===== src/rtl/wb_lsu_master_pkg.sv =====
// Shared load/store constants for the Wishbone data-port initiator.
// funct3 encodings and access-size helper.
package wb_lsu_master_pkg;

  localparam logic [2:0] F3_B  = 3'b000;
  localparam logic [2:0] F3_H  = 3'b001;
  localparam logic [2:0] F3_W  = 3'b010;
  localparam logic [2:0] F3_BU = 3'b100;
  localparam logic [2:0] F3_HU = 3'b101;

  typedef enum logic [1:0] {
    SZ_B,
    SZ_H,
    SZ_W
  } lsu_size_t;

  function automatic lsu_size_t f3_size(input logic [2:0] f3);
    case (f3)
      F3_B, F3_BU: return SZ_B;
      F3_H, F3_HU: return SZ_H;
      default:     return SZ_W;
    endcase
  endfunction

endpackage


===== src/rtl/lsu_lane_align.sv =====
// Byte-lane steering: sel/store replication, misalign check,
// and load extraction with sign/zero extension.
module lsu_lane_align
  import wb_lsu_master_pkg::*;
(
  input  logic [2:0]  funct3,
  input  logic [1:0]  off,
  input  logic [31:0] wdata,
  output logic [3:0]  sel,
  output logic [31:0] dat_o,
  output logic        misaligned,
  input  logic [2:0]  ld_funct3,
  input  logic [1:0]  ld_off,
  input  logic [31:0] ld_data,
  output logic [31:0] rdata
);

  lsu_size_t   sz;
  lsu_size_t   ld_sz;
  logic [7:0]  ld_b;
  logic [15:0] ld_h;

  assign sz    = f3_size(funct3);
  assign ld_sz = f3_size(ld_funct3);
  assign ld_b  = ld_data[{ld_off, 3'b000} +: 8];
  assign ld_h  = ld_data[{ld_off[1], 4'b0000} +: 16];

  always_comb begin
    sel        = 4'b1111;
    dat_o      = wdata;
    misaligned = 1'b0;
    unique case (1'b1)
      sz == SZ_B: begin
        sel   = 4'b0001 << off;
        dat_o = {4{wdata[7:0]}};
      end
      sz == SZ_H: begin
        sel        = 4'b0011 << off;
        dat_o      = {2{wdata[15:0]}};
        misaligned = off[0];
      end
      default: misaligned = |off;
    endcase
  end

  // funct3[2] marks the unsigned load variants
  always_comb begin
    rdata = ld_data;
    unique case (1'b1)
      ld_sz == SZ_B: rdata = {{24{ld_b[7] & ~ld_funct3[2]}}, ld_b};
      ld_sz == SZ_H: rdata = {{16{ld_h[15] & ~ld_funct3[2]}}, ld_h};
      default: ;
    endcase
  end

endmodule


===== src/rtl/wb_lsu_master.sv =====
// Wishbone-classic data-port initiator: one load/store -> one bus cycle,
// with misalign detection, bus error and timeout handling.
module wb_lsu_master
  import wb_lsu_master_pkg::*;
#(
  parameter int TIMEOUT_CYCLES = 255,
  parameter int ADDR_W         = 32
) (
  input  logic              clk,
  input  logic              rst_n,
  input  logic              req_valid,
  output logic              req_ready,
  input  logic              req_we,
  input  logic [2:0]        req_funct3,
  input  logic [ADDR_W-1:0] req_addr,
  input  logic [31:0]       req_wdata,
  output logic              rsp_valid,
  output logic [31:0]       rsp_rdata,
  output logic              rsp_err,
  output logic              rsp_misaligned,
  output logic [ADDR_W-1:0] dwb_adr_o,
  output logic [31:0]       dwb_dat_o,
  input  logic [31:0]       dwb_dat_i,
  output logic              dwb_we_o,
  output logic [3:0]        dwb_sel_o,
  output logic              dwb_cyc_o,
  output logic              dwb_stb_o,
  input  logic              dwb_ack_i,
  input  logic              dwb_err_i
);

  typedef enum logic [1:0] {
    S_IDLE,
    S_BUS,
    S_RESP
  } state_t;

  localparam int TW = $clog2(TIMEOUT_CYCLES + 2);
  localparam logic [TW-1:0] T_LAST =
    TW'(TIMEOUT_CYCLES > 0 ? TIMEOUT_CYCLES - 1 : 0);

  state_t      state;
  logic [2:0]  f3_q;
  logic [1:0]  off_q;
  logic        we_q;
  logic [TW-1:0] tmo_cnt;

  logic [3:0]  sel_c;
  logic [31:0] dat_c;
  logic        mis_c;
  logic [31:0] ld_rdata;
  logic        tmo_hit;

  lsu_lane_align u_align (
    .funct3     (req_funct3),
    .off        (req_addr[1:0]),
    .wdata      (req_wdata),
    .sel        (sel_c),
    .dat_o      (dat_c),
    .misaligned (mis_c),
    .ld_funct3  (f3_q),
    .ld_off     (off_q),
    .ld_data    (dwb_dat_i),
    .rdata      (ld_rdata)
  );

  assign tmo_hit   = (TIMEOUT_CYCLES != 0) && (tmo_cnt == T_LAST);
  assign dwb_stb_o = dwb_cyc_o;

  always_ff @(posedge clk) begin
    if (!rst_n) begin
      state          <= S_IDLE;
      req_ready      <= 1'b1;
      rsp_valid      <= 1'b0;
      rsp_rdata      <= '0;
      rsp_err        <= 1'b0;
      rsp_misaligned <= 1'b0;
      dwb_adr_o      <= '0;
      dwb_dat_o      <= '0;
      dwb_we_o       <= 1'b0;
      dwb_sel_o      <= '0;
      dwb_cyc_o      <= 1'b0;
      f3_q           <= '0;
      off_q          <= '0;
      we_q           <= 1'b0;
      tmo_cnt        <= '0;
    end else begin
      unique case (state)
        S_IDLE: begin
          if (req_valid) begin
            req_ready <= 1'b0;
            f3_q      <= req_funct3;
            off_q     <= req_addr[1:0];
            we_q      <= req_we;
            if (mis_c) begin
              state          <= S_RESP;
              rsp_valid      <= 1'b1;
              rsp_misaligned <= 1'b1;
            end else begin
              state     <= S_BUS;
              dwb_cyc_o <= 1'b1;
              dwb_we_o  <= req_we;
              dwb_sel_o <= sel_c;
              dwb_dat_o <= dat_c;
              dwb_adr_o <= {req_addr[ADDR_W-1:2], 2'b00};
              tmo_cnt   <= '0;
            end
          end
        end
        S_BUS: begin
          // err outranks ack; timeout only when the slave stays silent
          if (dwb_err_i || dwb_ack_i || tmo_hit) begin
            state     <= S_RESP;
            dwb_cyc_o <= 1'b0;
            dwb_we_o  <= 1'b0;
            dwb_sel_o <= '0;
            rsp_valid <= 1'b1;
            rsp_err   <= dwb_err_i | ~dwb_ack_i;
            rsp_rdata <= (dwb_err_i | ~dwb_ack_i | we_q) ? '0 : ld_rdata;
          end else if (TIMEOUT_CYCLES != 0) begin
            tmo_cnt <= tmo_cnt + 1'b1;
          end
        end
        S_RESP: begin
          state          <= S_IDLE;
          req_ready      <= 1'b1;
          rsp_valid      <= 1'b0;
          rsp_rdata      <= '0;
          rsp_err        <= 1'b0;
          rsp_misaligned <= 1'b0;
        end
        default: state <= S_IDLE;
      endcase
    end
  end

endmodule


===== config.mk =====
export PLATFORM = sky130hd
export DESIGN_NAME = wb_lsu_master
export DESIGN_NICKNAME = d
export VERILOG_FILES = /design/src/rtl/wb_lsu_master_pkg.sv /design/src/rtl/lsu_lane_align.sv /design/src/rtl/wb_lsu_master.sv
export SDC_FILE = /design/constraint.sdc
export NUM_CORES = 1
export LEC_CHECK = 0
export CAP_MARGIN = 10
export CELL_PAD_IN_SITES_DETAIL_PLACEMENT = 2
export CELL_PAD_IN_SITES_GLOBAL_PLACEMENT = 2
export CORE_ASPECT_RATIO = 2
export CORE_MARGIN = 2
export CORE_UTILIZATION = 24
export DETAILED_ROUTE_END_ITERATION = 10
export PLACE_DENSITY_LB_ADDON = 0.05
export SYNTH_ARGS = -nofsm -noshare
export SYNTH_HDL_FRONTEND = slang
export SYNTH_SLANG_ARGS = --single-unit
export TNS_END_PERCENT = 1

===== constraint.sdc =====
create_clock -name clk -period 2.15 [get_ports clk]
set_input_delay 0.43 -clock clk [delete_from_list [all_inputs] [get_ports clk]]
set_output_delay 0.43 -clock clk [all_outputs]
set_load 0.1 [all_outputs]

## Word-level counts from Yosys, hierarchy flattened

Index checks and enable logic that the tools add are counted.

- $lt $le $gt $ge: 0
- Multipliers: 0
- Div/mod/pow operators: 0
- Bitwise logic cells: 7
- Reductions and logical operators: 25
- Shift operators: 4
- Add/subtract/negate cells: 1
- Eq/ne operators: 16
- Mux-type cells: 37

Operators with widths:

| kind | number |
|---|---|
| 32-bit one-hot mux with 2 select lines | 3 |
| 32-bit 2-to-1 mux | 2 |
| 32-bit by 6-bit indexed part select with 16-bit output | 1 |
| 32-bit by 6-bit indexed part select with 8-bit output | 1 |
| 9-bit 2-to-1 mux | 3 |
| 9-bit one-hot mux with 2 select lines | 1 |
| 4-bit one-hot mux with 2 select lines | 2 |
| 3-bit equality test, second input constant | 4 |
| 4-bit 2-to-1 mux | 3 |
| 1-bit one-hot mux with 2 select lines | 6 |
| 2-bit one-hot mux with 2 select lines | 3 |
| 4-bit AND reduction | 3 |
| 1-bit 2-to-1 mux | 10 |
| 2-bit inequality test, second input constant | 5 |
| 2-bit OR reduction | 5 |
| 9-bit by 1-bit adder with 9-bit output, second input constant | 1 |
| 9-bit by 8-bit equality test with 1-bit output, second input constant | 1 |
| 2-bit AND reduction | 4 |
| 2-bit by 1-bit equality test with 1-bit output, second input constant | 3 |
| 3-bit by 1-bit equality test with 1-bit output, second input constant | 2 |
| 2-bit logical NOT | 3 |
| 3-bit logical NOT | 2 |
| 2-bit 2-to-1 mux | 3 |
| 3-bit AND reduction | 2 |
| other kinds (10) | 17 |

- Register bits after elaboration: 121
- Bits in writable memories: 0
- Memories kept: 0
- Memory bits (read-only): 0
- Bits in latches: 0

## Depth between registers and ports, before layout

Gate-level depths: netlist of the first run.

- Depth in word-level cells: 8
- Depth in mapped cells: 7

## Cells and area by module

From an unflattened synthesis of the first run, not the netlist that was laid out.

- Cell total of the unflattened synthesis: 725
- Area total of the unflattened synthesis: 5982.0 µm²

By module, submodules not included:

| module | cells an instance | area each (µm²) | times used |
|---|---|---|---|
| wb_lsu_master | 538 | 4759.6 | 1 |
| lsu_lane_align | 187 | 1222.4 | 1 |

## Worst setup path before layout of the first run

OpenSTA, ideal clock, no wires.

- Kind: register -> register
- From: reg tmo_cnt[0]
- To: reg tmo_cnt[6]
- Data required time: 2.078 ns
- Period minus slack after synthesis: 1.851 ns
- Cell stages (with the launch flop): 8
- Slack: 0.299 ns
- Data arrival time: 1.779 ns
- Cells stage by stage: dfxtp_1 > inv_1 > ha_1 > and4b_1 > a2111o_1 > buf_2 > a21oi_2 > mux2i_1

- Longest elaborated chain between the ends: 4

Ends and longest elaborated chain:

| element | line | RTL |
|---|---|---|
| from (decl) | wb_lsu_master.sv:46 | `logic [TW-1:0] tmo_cnt;` |
| from (signal assigned) | wb_lsu_master.sv:121 | `tmo_cnt <= tmo_cnt + 1'b1;` |
| parallel branches: the longest is 4 deep, another holds 9-bit by 1-bit adder with 9-bit output | -- |  |

Several ways; the timed one is not identified. The select of a mux whose other input is x is not followed.
A chain may end at the register's enable or synchronous reset.

## Worst setup path after layout of the first run

- From: reg tmo_cnt[0]
- To: reg tmo_cnt[5]

Same word-level chain as after synthesis.

==> results of run 1 <==
[layout make-up]
cell class / count / area, um2 / share of cell area
Clock buffer: 25 / 515 / 0.0624
Multi-Input combinational cell: 446 / 2680 / 0.324
Sequential cell: 121 / 2420 / 0.293
Clock inverter: 7 / 87.6 / 0.0106
Inverter: 5 / 18.8 / 0.00227
Tap cell: 276 / 345 / 0.0418
Timing Repair Buffer: 246 / 2190 / 0.266
[registers in the layout, indices dropped and copies added, names as in the netlist]
signal,cells
dwb_sel_o,4
rsp_misaligned,1
dwb_we_o,1
dwb_adr_o,30
req_ready,1
f3_q,3
rsp_err,1
state,2
we_q,1
off_q,2
dwb_cyc_o,1
dwb_dat_o,32
rsp_valid,1
rsp_rdata,32
tmo_cnt,9
[cell usage in the layout, fill, tap and decap left out, types with 6 or more instances in the layout]
master | synthesis | routed
o2111ai_1 | 8 | 8
a2111o_1 | 7 | 7
o2bb2ai_1 | 23 | 23
a211oi_1 | 9 | 9
mux2i_1 | 28 | 28
clkdlybuf4s50_1 | 0 | 104
nor2_1 | 29 | 29
a32o_1 | 8 | 8
buf_4 | 5 | 135
nand3_1 | 7 | 7
clkbuf_16 | 0 | 17
dfxtp_1 | 121 | 121
a311oi_1 | 8 | 8
nand2_1 | 122 | 122
nand2b_1 | 19 | 19
o21ai_0 | 35 | 35
a21oi_1 | 83 | 83
mux2_2 | 10 | 10
clkbuf_8 | 0 | 6
nor2b_1 | 9 | 9
buf_12 | 0 | 7
[report_power, final]
group	total, uW	leakage [uW]	internal, uW	switching, uW
combinational	1720	0.00202	527	1200
clock	2920	0.000299	1880	1040
sequential	2430	0.000985	2350	76.5
total	7070	0.00331	4760	2310
[worst max-delay path, stage by stage, from the launching register on]
cell and delay (ns):
dfxtp_1 0.33, inv_1 0.07, ha_1 0.21, and4b_1 0.21
a2111o_1 0.41, buf_4 0.20, a2111o_1 0.43, nand2_1 0.07
[metrics by stage]
| step | instance area [um2] | TNS (ns) | worst slack, ns | hold slack, ns | util |
|---|---|---|---|---|---|
| after floorplan | 5360 | 0 | 0.299 | 0.464 | - |
| after detailed placement | 7660 | -0.293 | -0.0501 | 0.452 | 0.349 |
| after global routing | 8260 | 0 | 0.0800 | 0.478 | 0.376 |
| after global placement | 7660 | -0.00374 | -0.00374 | 0.444 | 0.349 |
| final | 8260 | 0 | 0.158 | 0.459 | 0.376 |
| after CTS | 8260 | 0 | 0.143 | 0.462 | 0.376 |
[cells by family (layout without fill, tap and decap cells)]
kind of cell | Yosys count | in the layout | share of synthesized area
AND/OR/NAND/NOR | 202 | 202 | 0.170
AO/OA/AOI/OAI | 201 | 201 | 0.247
flip-flops | 121 | 121 | 0.452
buffers and inverters | 59 | 283 | 0.0498
multiplexers | 38 | 38 | 0.0734
adder cells (fa/ha/maj) | 2 | 2 | 0.00467
other | 1 | 2 | 0.000700
XOR/XNOR | 1 | 1 | 0.00164
[layer usage]
layer,global-route usage,part of all wire
met5,0,0
met4,0.0667,0.018
met3,0.0540,0.053
met2,0.399,0.59
met1,0.176,0.33
[final timing paths]
path / depth (start not counted) / slack (ns) / to / start
min reg2reg: 2 / 0.46 / dwb_adr_o[7]$_SDFFE_PN0P_ / dwb_adr_o[7]$_SDFFE_PN0P_
max reg2reg: 7 / 0.16 / tmo_cnt[5]$_SDFFE_PN0P_ / tmo_cnt[0]$_SDFFE_PN0P_
max: 7 / 0.16 / tmo_cnt[5]$_SDFFE_PN0P_ / tmo_cnt[0]$_SDFFE_PN0P_
min: 2 / 0.46 / dwb_adr_o[7]$_SDFFE_PN0P_ / dwb_adr_o[7]$_SDFFE_PN0P_
==> run_results.csv, run 1 <==
group,metric,value,unit
run_status,status,"finished clean",
cells_and_area,fill_cells,2514,
floorplan,start_util,0.244,
routing,dr_total_vias,5562,
global_routing,grt_overflow,0,
clocking,cts_resized,0,
synthesis,synth_top_cell_area_share,0.452,
global_routing,grt_pass1_vias,6243,
floorplan,core_area,0.0220,mm2
clocking,cts_sinks,121,
place,routabilityCongestion,0.759,
clocking,clockBufferDepth,2,
floorplan,die_w,110,um
synthesis,yosysTopAreaCell,"dfxtp_1",
synthesis,synth_most_common_cell,"nand2_1",
power,power.density,856,mW/mm2
critical_path,endpoint_kind,"register",
floorplan,fp.dieH,215,um
global_routing,grt_max_degree,57,
floorplan,io-pin-count,212,
cells_and_area,fin_cells,1126,
timing,period_share,0.927,
timing,drv_slew,0,
routing,drt_iter0_drc,115,
timing,finalSetupViolCount,0,
synthesis,syn_area,0.00536,mm2
timing,fin_skew,0.00740,ns
timing,fmaxAchievable,0.502,GHz
place,dp_cells,1094,
synthesis,ys_top_cells_by_area,"dfxtp_1 45%, nand2_1 8.6%, a21oi_1 7.8%",
critical_path,setup.worst_path.start_class,"register",
clocking,cts_made_buffers,17,
power,p_leak,0.00331,uW
routing,via_per_inst,4.94,
hold_path,hold_class,"register to register",
critical_path,cp_max_fo,17,
timing,rsz0062_at_grt,"false",
clocking,cts_tree,"done",
synthesis,yosys_warnings,0,
clocking,ctsRootBufferMaster,"clkbuf_16",
timing,layout_min_cycle_time,1.99,ns
routing,avgRoutedWirePerCell,20.3,um
place,dp_hpwl,17400,um
cells_and_area,area_growth,54.3,%
floorplan,row_count,77,
cells_and_area,drive_gt1_frac,0.225,
critical_path,worstPathArrival,2.36,ns
routing,drc,0,
synthesis,ys.flop_type,"dfxtp_1",
global_routing,grt.total_usage,0.197,
synthesis,ys_seq_elements,121,
synthesis,syn_avg_cell_area,8.57,um2
synthesis,synth_cell_types,52,
clocking,cts_hold_buf,0,
clocking,clkTransAtPathRegs,0.05,ns
critical_path,cp.required,2.52,ns
global_routing,antenna_found_initial,0,
clocking,htreeDepth,4,
global_routing,grt_pass1_wl,34800,um
synthesis,synthArstFlopShare,0,
power,ir_drop,0.000432,V
critical_path,path_class,"register to register",
place,io_buffers,209,
timing,timing.final.hold_violations,0,
synthesis,synth-seq-area-share,0.452,
timing,slew_headroom,0.178,
routing,first_pass_iters,5,
routing,drtAntennaViolNets,0,
power,power,7070,uW
floorplan,die_area,0.0236,mm2
synthesis,syn_inst,625,
clocking,post_cts_buffers,0,
cells_and_area,nNetsFinal,944,
cells_and_area,antenna_cells,0,
routing,finalWirelength,22800,um
synthesis,synth-edff-count,0,
clocking,worstSkewPairLatency,0.43,ns
synthesis,synth_common_cells,"122 x nand2_1, 121 x dfxtp_1, 83 x a21oi_1",
run,maxCapViolations,0,
timing,worstMarginPinSlew,1.23,ns
Note: power is estimated with default switching activity, not from simulation.
==> inputs of run 2 (changes only) <==
PLACE_DENSITY = 0.75   (was default)
PLACE_DENSITY_LB_ADDON = default   (was 0.05)
==> run 2 against run 1 <==
Total power down 3.2%. Die area is the same. Fmax increased by 3.1%. Register-to-register slack better by 0.06 ns. Clock skew rose by 0.0014 ns. Sequential power about the same. Combinational power hardly changed. Clock-buffer cell count down 2. Global-route usage decreased by 0.24 points. Flip-flop and latch count unchanged. Non-clock buffer count fell by 6. Clock power shrank 7.2%. Critical endpoint is now tmo_cnt[1]$_SDFFE_PN0P_. Highest routed layer unchanged.
==> run_results.csv, run 2 (synthesis results as in run 1) <==
group,metric,value,unit
routing,drc,0,
critical_path,crit_chain,"inv_1, ha_1, and4b_1, a2111o_1, buf_4, a211o_1, a21oi_1",
timing,timing.final.hold_violations,0,
clocking,ctsRootBufferMaster,"clkbuf_16",
global_routing,grt_max_degree,81,
place,io_buffers,209,
timing,drv_slew,0,
cells_and_area,final_cell_mix,"129 x buf_4, 122 x nand2_1, 121 x dfxtp_1, 103 x clkdlybuf4s50_1, 83 x a21oi_1",
floorplan,core_area,0.0220,mm2
clocking,worstSkewPairLatency,0.43,ns
place,dp_hpwl,16800,um
run_status,status,"finished clean",
place,placedInstanceArea,0.00761,mm2
cells_and_area,fin_area,0.00816,mm2
clocking,clockBufferDepth,2,
global_routing,grt_overflow,0,
clocking,clkTransAtPathRegs,0.06,ns
global_routing,grt.total_usage,0.195,
critical_path,cp.required,2.50,ns
routing,drtAntennaViolNets,0,
clocking,cts_hold_buf,0,
run,maxCapViolations,0,
timing,fin_skew,0.00880,ns
critical_path,path_class,"register to register",
cells_and_area,fin_cells,1120,
clocking,cts_tree,"done",
critical_path,setup.worst_path.start_class,"register",
power,power.density,838,mW/mm2
timing,finalSetupViolCount,0,
power,power,6840,uW
timing,rsz0062_at_grt,"false",
hold_path,hold_class,"input pin to register",
clocking,cts_made_buffers,17,
global_routing,grt_pass1_vias,6335,
timing,period_share,0.899,
global_routing,antenna_found_initial,1,
power,ir_drop,0.000378,V
floorplan,fp.dieH,215,um
place,routabilityCongestion,0.785,
cells_and_area,area_growth,52.4,%
critical_path,critPathMaxStageDelay,0.43,ns
timing,layout_min_cycle_time,1.93,ns
critical_path,endpoint_kind,"register",
cells_and_area,nNetsFinal,938,
clocking,htreeDepth,4,
cells_and_area,final_common_cell,"buf_4",
timing,fmaxAchievable,0.518,GHz
timing,tns,0,ns
floorplan,die_area,0.0236,mm2
routing,avgRoutedWirePerCell,19.8,um
routing,via_per_inst,4.94,
routing,finalWirelength,22200,um
critical_path,worst_path_max_delay_cell,"a2111o_1",
floorplan,die_w,110,um
floorplan,io-pin-count,212,
critical_path,cp_max_fo,12,
clocking,cts_sinks,121,
place,dp_cells,1088,
routing,drt_iter0_drc,159,
timing,hold_ws,0.392,ns
clocking,post_cts_buffers,0,
floorplan,row_count,77,
timing,worstMarginPinSlew,1.06,ns
cells_and_area,drive_gt1_frac,0.218,
critical_path,worstPathArrival,2.28,ns
routing,first_pass_iters,4,
global_routing,grt_pass1_wl,34700,um
timing,slew_headroom,0.293,
routing,dr_total_vias,5538,
floorplan,start_util,0.244,
cells_and_area,top_regs,"dwb_dat_o (32), rsp_rdata (32), dwb_adr_o (30)",
power,p_leak,0.00325,uW
clocking,cts_resized,0,
## run 2: routing by layer
layer,part of all wire,vias to the layer above,global-route usage
met5,0,-,0
met4,0.039,0,0.104
met3,0.045,42,0.0434
met2,0.58,152,0.375
met1,0.34,2710,0.180
li1,-,2634,-
## run 2: layout make-up
class                      instances  area, um2
antenna                            1       2.50
clock buffer                      23        478
clock inverter                     8       71.3
fill                            2434      13800
inverter                           5       18.8
multi-input combinational        446       2680
sequential                       121       2420
tap                              276        345
timing repair buffer             240       2140
## run 2: final timing paths
kind	from	end	slack (ns)	depth (start not counted)
worst max-delay path	tmo_cnt[0]$_SDFFE_PN0P_	tmo_cnt[1]$_SDFFE_PN0P_	0.22	7
worst min-delay path	req_funct3[1]	dwb_sel_o[2]$_SDFFE_PN0P_	0.39	3
worst min register to register	dwb_adr_o[15]$_SDFFE_PN0P_	dwb_adr_o[15]$_SDFFE_PN0P_	0.46	2
worst max register to register	tmo_cnt[0]$_SDFFE_PN0P_	tmo_cnt[1]$_SDFFE_PN0P_	0.22	7
## run 2: where the power goes
group / internal, uW / total [uW] / switching, uW
Clock: 1660 / 2710 / 1050
Sequential: 2350 / 2430 / 83.2
Combinational: 514 / 1700 / 1180
## run 2: per-stage QoR
step | setup slack (ns) | utilization
global placement | -0.0229 | 0.346
finish | 0.218 | 0.371
detailed placement | -0.0490 | 0.346
floorplan | 0.299 | -
global route | 0.134 | 0.371
CTS | 0.207 | 0.371
## run 2: worst max-delay path, delay by kind of cell, from the launching register on
family / cells / cell delay, ns
DFF: 1 / 0.33
adders and majority gates: 1 / 0.18
AOI/OAI and AO/OA: 3 / 0.90
and+or+nand+nor: 1 / 0.18
buffers and inverters: 2 / 0.25
